[src/rtl/pll_reset_ctrl.sv]
// Reset sequencer behind the iCE40 PLL: holds the Murax system reset until the PLL
// lock flag has been stable long enough, re-asserts it on lock loss or soft reset.
module pll_reset_ctrl #(
  parameter int SYNC_STAGES        = 2,
  parameter int LOCK_STABLE_CYCLES = 1024,
  parameter int RESET_HOLD_CYCLES  = 64,
  parameter int CNT_WIDTH          = 16
) (
  input  logic       io_mainClk,
  input  logic       io_asyncReset,
  input  logic       io_pllLock,
  input  logic       io_softReset,
  output logic       io_systemReset,
  output logic       io_locked,
  output logic [7:0] io_lockLossCount
);

  typedef enum logic [1:0] {
    WAIT_LOCK = 2'd0,
    STABILIZE = 2'd1,
    RUN       = 2'd2,
    HOLD      = 2'd3
  } state_t;

  localparam logic [CNT_WIDTH-1:0] STABLE_LAST = CNT_WIDTH'(LOCK_STABLE_CYCLES - 1);
  localparam logic [CNT_WIDTH-1:0] HOLD_LAST   = CNT_WIDTH'(RESET_HOLD_CYCLES - 1);
  localparam logic [CNT_WIDTH-1:0] CNT_ONE     = CNT_WIDTH'(1);

  logic [SYNC_STAGES-1:0] r_sync;
  state_t                 r_state;
  logic [CNT_WIDTH-1:0]   r_cnt;
  logic                   r_sys_rst;
  logic [7:0]             r_loss_cnt;

  state_t                 w_state_nxt;
  logic [CNT_WIDTH-1:0]   w_cnt_nxt;
  logic                   w_loss_evt;
  logic                   w_lock_s;

  // io_pllLock is asynchronous to io_mainClk; only the last stage is used.
  // NOTE: sequential state is written with non-blocking assignments so every flop
  // samples pre-edge values, which is what makes the shift chain a real chain.
  always_ff @(posedge io_mainClk or posedge io_asyncReset) begin
    if (io_asyncReset) begin
      r_sync <= '0;
    end else begin
      r_sync <= {r_sync[SYNC_STAGES-2:0], io_pllLock};
    end
  end

  assign w_lock_s = r_sync[SYNC_STAGES-1];

  always_ff @(posedge io_mainClk or posedge io_asyncReset) begin
    if (io_asyncReset) begin
      r_state <= WAIT_LOCK;
      r_cnt   <= '0;
    end else begin
      r_state <= w_state_nxt;
      r_cnt   <= w_cnt_nxt;
    end
  end

  // NOTE: every signal driven here gets a default first, so no path leaves it
  // unassigned and no latch is inferred.
  always_comb begin
    w_state_nxt = r_state;
    w_cnt_nxt   = r_cnt;
    w_loss_evt  = 1'b0;
    unique case (r_state)
      WAIT_LOCK: begin
        w_cnt_nxt = '0;
        if (w_lock_s) w_state_nxt = STABILIZE;
      end
      STABILIZE: begin
        if (!w_lock_s) begin
          w_state_nxt = WAIT_LOCK;
          w_cnt_nxt   = '0;
        end else if (r_cnt == STABLE_LAST) begin
          w_state_nxt = RUN;
          w_cnt_nxt   = '0;
        end else begin
          w_cnt_nxt = r_cnt + CNT_ONE;
        end
      end
      RUN: begin
        w_cnt_nxt = '0;
        // Lock loss wins over a simultaneous soft reset request.
        if (!w_lock_s) begin
          w_state_nxt = WAIT_LOCK;
          w_loss_evt  = 1'b1;
        end else if (io_softReset) begin
          w_state_nxt = HOLD;
        end
      end
      HOLD: begin
        if (!w_lock_s) begin
          w_state_nxt = WAIT_LOCK;
          w_cnt_nxt   = '0;
          w_loss_evt  = 1'b1;
        end else if (io_softReset) begin
          w_cnt_nxt = '0;
        end else if (r_cnt == HOLD_LAST) begin
          w_state_nxt = RUN;
          w_cnt_nxt   = '0;
        end else begin
          w_cnt_nxt = r_cnt + CNT_ONE;
        end
      end
      default: begin
        w_state_nxt = WAIT_LOCK;
        w_cnt_nxt   = '0;
      end
    endcase
  end

  // Registered from the next state so reset drops on the very edge that enters RUN.
  always_ff @(posedge io_mainClk or posedge io_asyncReset) begin
    if (io_asyncReset) begin
      r_sys_rst <= 1'b1;
    end else begin
      r_sys_rst <= (w_state_nxt != RUN);
    end
  end

  always_ff @(posedge io_mainClk or posedge io_asyncReset) begin
    if (io_asyncReset) begin
      r_loss_cnt <= '0;
    end else if (w_loss_evt && (r_loss_cnt != 8'hFF)) begin
      r_loss_cnt <= r_loss_cnt + 8'd1;
    end
  end

  assign io_systemReset   = r_sys_rst;
  assign io_locked        = w_lock_s;
  assign io_lockLossCount = r_loss_cnt;

endmodule

[config.mk]
export PLATFORM = sky130hd
export DESIGN_NAME = pll_reset_ctrl
export DESIGN_NICKNAME = d
export VERILOG_FILES = /design/src/rtl/pll_reset_ctrl.sv
export SDC_FILE = /design/constraint.sdc
export NUM_CORES = 1
export LEC_CHECK = 0
export CAP_MARGIN = 15
export CORE_MARGIN = 5
export CORE_UTILIZATION = 55
export DETAILED_ROUTE_END_ITERATION = 8
export PLACE_DENSITY = 0.77
export REMOVE_ABC_BUFFERS = 1
export SLEW_MARGIN = 15
export SYNTH_ARGS = -nofsm -noshare
export SYNTH_HDL_FRONTEND = slang
export SYNTH_SLANG_ARGS = --single-unit
[constraint.sdc]
create_clock -name io_mainClk -period 3.8 [get_ports io_mainClk]
set_input_delay 0.76 -clock io_mainClk [delete_from_list [all_inputs] [get_ports io_mainClk]]
set_output_delay 0.76 -clock io_mainClk [all_outputs]
set_load 0.02 [all_outputs]
==> impl_metrics.tcl <==
set metrics [dict create \
    synth-seq-area-share 0.5065 \
    cts.sinks 29 \
    cp_top_family "buffers and inverters" \
    grt_max_degree 30 \
    die_area_um2 3731 \
    synth_xor_area_frac 0.1282 \
    syn_inst 134 \
    ys.warnings.count 0 \
    synth-simple-area-share 0.2232 \
    post_drt_wl_per_cell_um 13.85 \
    cellLeakagePower_nw 0.6730 \
    ant_nets 0 \
    final_cell_mix "dfrtp_1 (28), a21oi_1 (15), clkdlybuf4s50_1 (13)" \
    viasPerCell 5.720 \
    power_uw 516.9 \
    dp_cells 174 \
    topRoutingLayerUsed "met4" \
    pre_cts_ws_ns 1.727 \
    cts_tree "done" \
    rows 18 \
    status "completed" \
    worstPathMaxFanout 1 \
    power_frac_clock 0.361 \
    rsz0062_at_grt "no" \
    setup_slack_ns 1.627 \
    post_cts_buffers 0 \
    finalMaxSlewViolations 0 \
    hold_viol 0 \
    slew_headroom 0.6155 \
    grt_pass1_vias 1026 \
    fin_nets 157 \
    drcViolationCount 0 \
    holdBufCountCts 0 \
    p_seq_frac 0.606 \
    crit_path_start_kind "flip-flop" \
    internal_power_uw 408.2 \
    cpPeakStageDelay_ns 0.60 \
    power_density_nw_per_um2 315.6 \
    numCtsBuffers 5 \
    drtPass1Iterations 4 \
    ir_drop_mv 0.2520 \
    cts_resized 0 \
    skew_ns 0.01002 \
    start_util 0.5793 \
    final.min_clock_period_ns 2.173 \
    setup_violations 0 \
    drive_gt1_frac 0.1316 \
    clk_pin_slew_worst_paths_ns 0.08 \
    cp-end-kind "primary output" \
    drtIter0Drc 32 \
    worst_pin_slew_ns 0.5759 \
    crit_buf_inv 1 \
    clk_root_buffer_cell "clkbuf_4" \
    sw_frac_of_total 0.2103 \
    antennaDiodeCount 0 \
    worst_path_max_delay_cell "clkdlybuf4s50_1" \
    clock_latency_ns 0.31 \
    muxShareOfSynthArea 0.007847 \
    power_frac_comb 0.033 \
    syn_avg_cell_area_um2 10.71 \
    final_cell_count_no_fill 182 \
    die_x_um 61.08 \
    path_cells "clkdlybuf4s50_1" \
    syn-cell-area_um2 1435 \
    grt_first_pass_wirelength_um 4505 \
    finalWirelength_um 2521 \
    yosys.area_share.adder 0.01744 \
    htreeDepth 2 \
    required_ns 3.04 \
    p_sw_uw 108.7 \
    area_growth_pct 14.12 \
    wl_met3_um 100 \
    synth_compound_area_frac 0.08980 \
    yosysUniqueCellTypes 31 \
    wl_met2_um 1163 \
    arrival_ns 1.41 \
    cts_buffer_depth 2 \
    numPortBuffers 13 \
    die-height_um 61.08 \
    antenna_found_initial 0 \
    final_util 0.6611 \
    ios 14 \
    synth_top_family_by_area "simple AND/OR/NAND/NOR gates" \
    finalCritPeriodShare 0.5719 \
    hold_class "reg2reg" \
    ys_seq_elements 29 \
    gp_congestion 0.8269 \
    dpl.hpwl_um 1785 \
    wl_met1_um 1219 \
    max_freq_ghz 0.4601 \
    tns_ns 0 \
    path_class "reg2out" \
    final_common_cell "dfrtp_1" \
    num_vias 1041 \
    fp.coreArea_um2 2477 \
    grt-ovfl-total 0 \
    drv_cap 0 \
    grt_util_all_layers 0.1604 \
]
-- flip-flops by register name, summed over array words and instances (netlist names) --
signal	count
io_lockLossCount	8
io_systemReset	1
r_cnt	16
r_state	2
r_sync	2
-- worst paths after layout --
kind                           startpoint        endpoint  slack [ns]  cells after the start
min                             r_sync[0]       r_sync[1]        0.36                      0
min in group asynchronous   io_asyncReset        r_cnt[9]        0.83                      2
max                        io_systemReset  io_systemReset        1.63                      1
max reg2reg                      r_cnt[0]        r_cnt[1]        2.00                      5
min reg2reg                     r_sync[0]       r_sync[1]        0.36                      0
max in group asynchronous   io_asyncReset       r_cnt[13]        2.59                      2
-- layer usage --
metal | GRT usage | up-vias
met1 | 0.2182 | 491
met3 | 0.03774 | 4
met4 | 0.05882 | 0
li1 | - | 521
met5 | 0 | -
met2 | 0.2508 | 25
-- synthesized netlist by cell type --
library cell / number / area share
dfrtp_1: 28 / 0.49
a21oi_1: 15 / 0.052
xor2_1: 11 / 0.067
xnor2_1: 10 / 0.061
nor2_1: 8 / 0.021
nand2_1: 7 / 0.018
nand3_1: 7 / 0.024
nand4_1: 7 / 0.031
nor3_1: 6 / 0.021
nor4_1: 5 / 0.022
inv_1: 4 / 0.010
a21boi_0: 2 / 0.010
and4_2: 2 / 0.014
ha_1: 2 / 0.017
nand2_2: 2 / 0.0087
nand3_2: 2 / 0.014
nor3b_1: 2 / 0.010
a21oi_2: 1 / 0.0061
buf_4: 1 / 0.0052
buf_6: 1 / 0.0078
clkbuf_2: 1 / 0.0035
dfstp_2: 1 / 0.018
mux2_2: 1 / 0.0078
nand2b_1: 1 / 0.0044
nand4_4: 1 / 0.015
nor2b_1: 1 / 0.0044
nor4_2: 1 / 0.0087
nor4bb_1: 1 / 0.0070
o21ai_0: 1 / 0.0035
o21ai_2: 1 / 0.0061
o21ai_4: 1 / 0.011
-- stage by stage --
stage               hold slack, ns  area, µm²
global placement            0.3348       1579
detailed placement          0.3434       1579
global route                0.3672       1638
finish                      0.3591       1638
CTS                         0.3617       1638
floorplan                   0.3312       1411
-- cell families after synthesis --
family          after synthesis
simple gates                 53
flops                        29
compound gates               21
xor+xnor                     21
buf+inv                       7
fa+ha+maj                     2
mux                           1
-- power by group through the flow --
| stage | clock network (mW) | registers (mW) | logic (mW) |
|---|---|---|---|
| global placement | 0 | 0.319 | 0.0172 |
| CTS | 0.192 | 0.313 | 0.0175 |
| finish | 0.186 | 0.313 | 0.0170 |
| floorplan | 0 | 0.320 | 0.00977 |
| detailed placement | 0 | 0.320 | 0.0175 |
| global route | 0.205 | 0.314 | 0.0199 |
-- layout make-up --
class,count,area [µm²]
Sequential cell,29,726.9
Inverter,4,15.01
Tap cell,30,37.54
Multi-Input combinational cell,98,669.4
Timing Repair Buffer,13,130.1
Clock buffer,8,58.81
Fill cell,202,839.6
No activity file was read; power rests on OpenSTA's default activity.
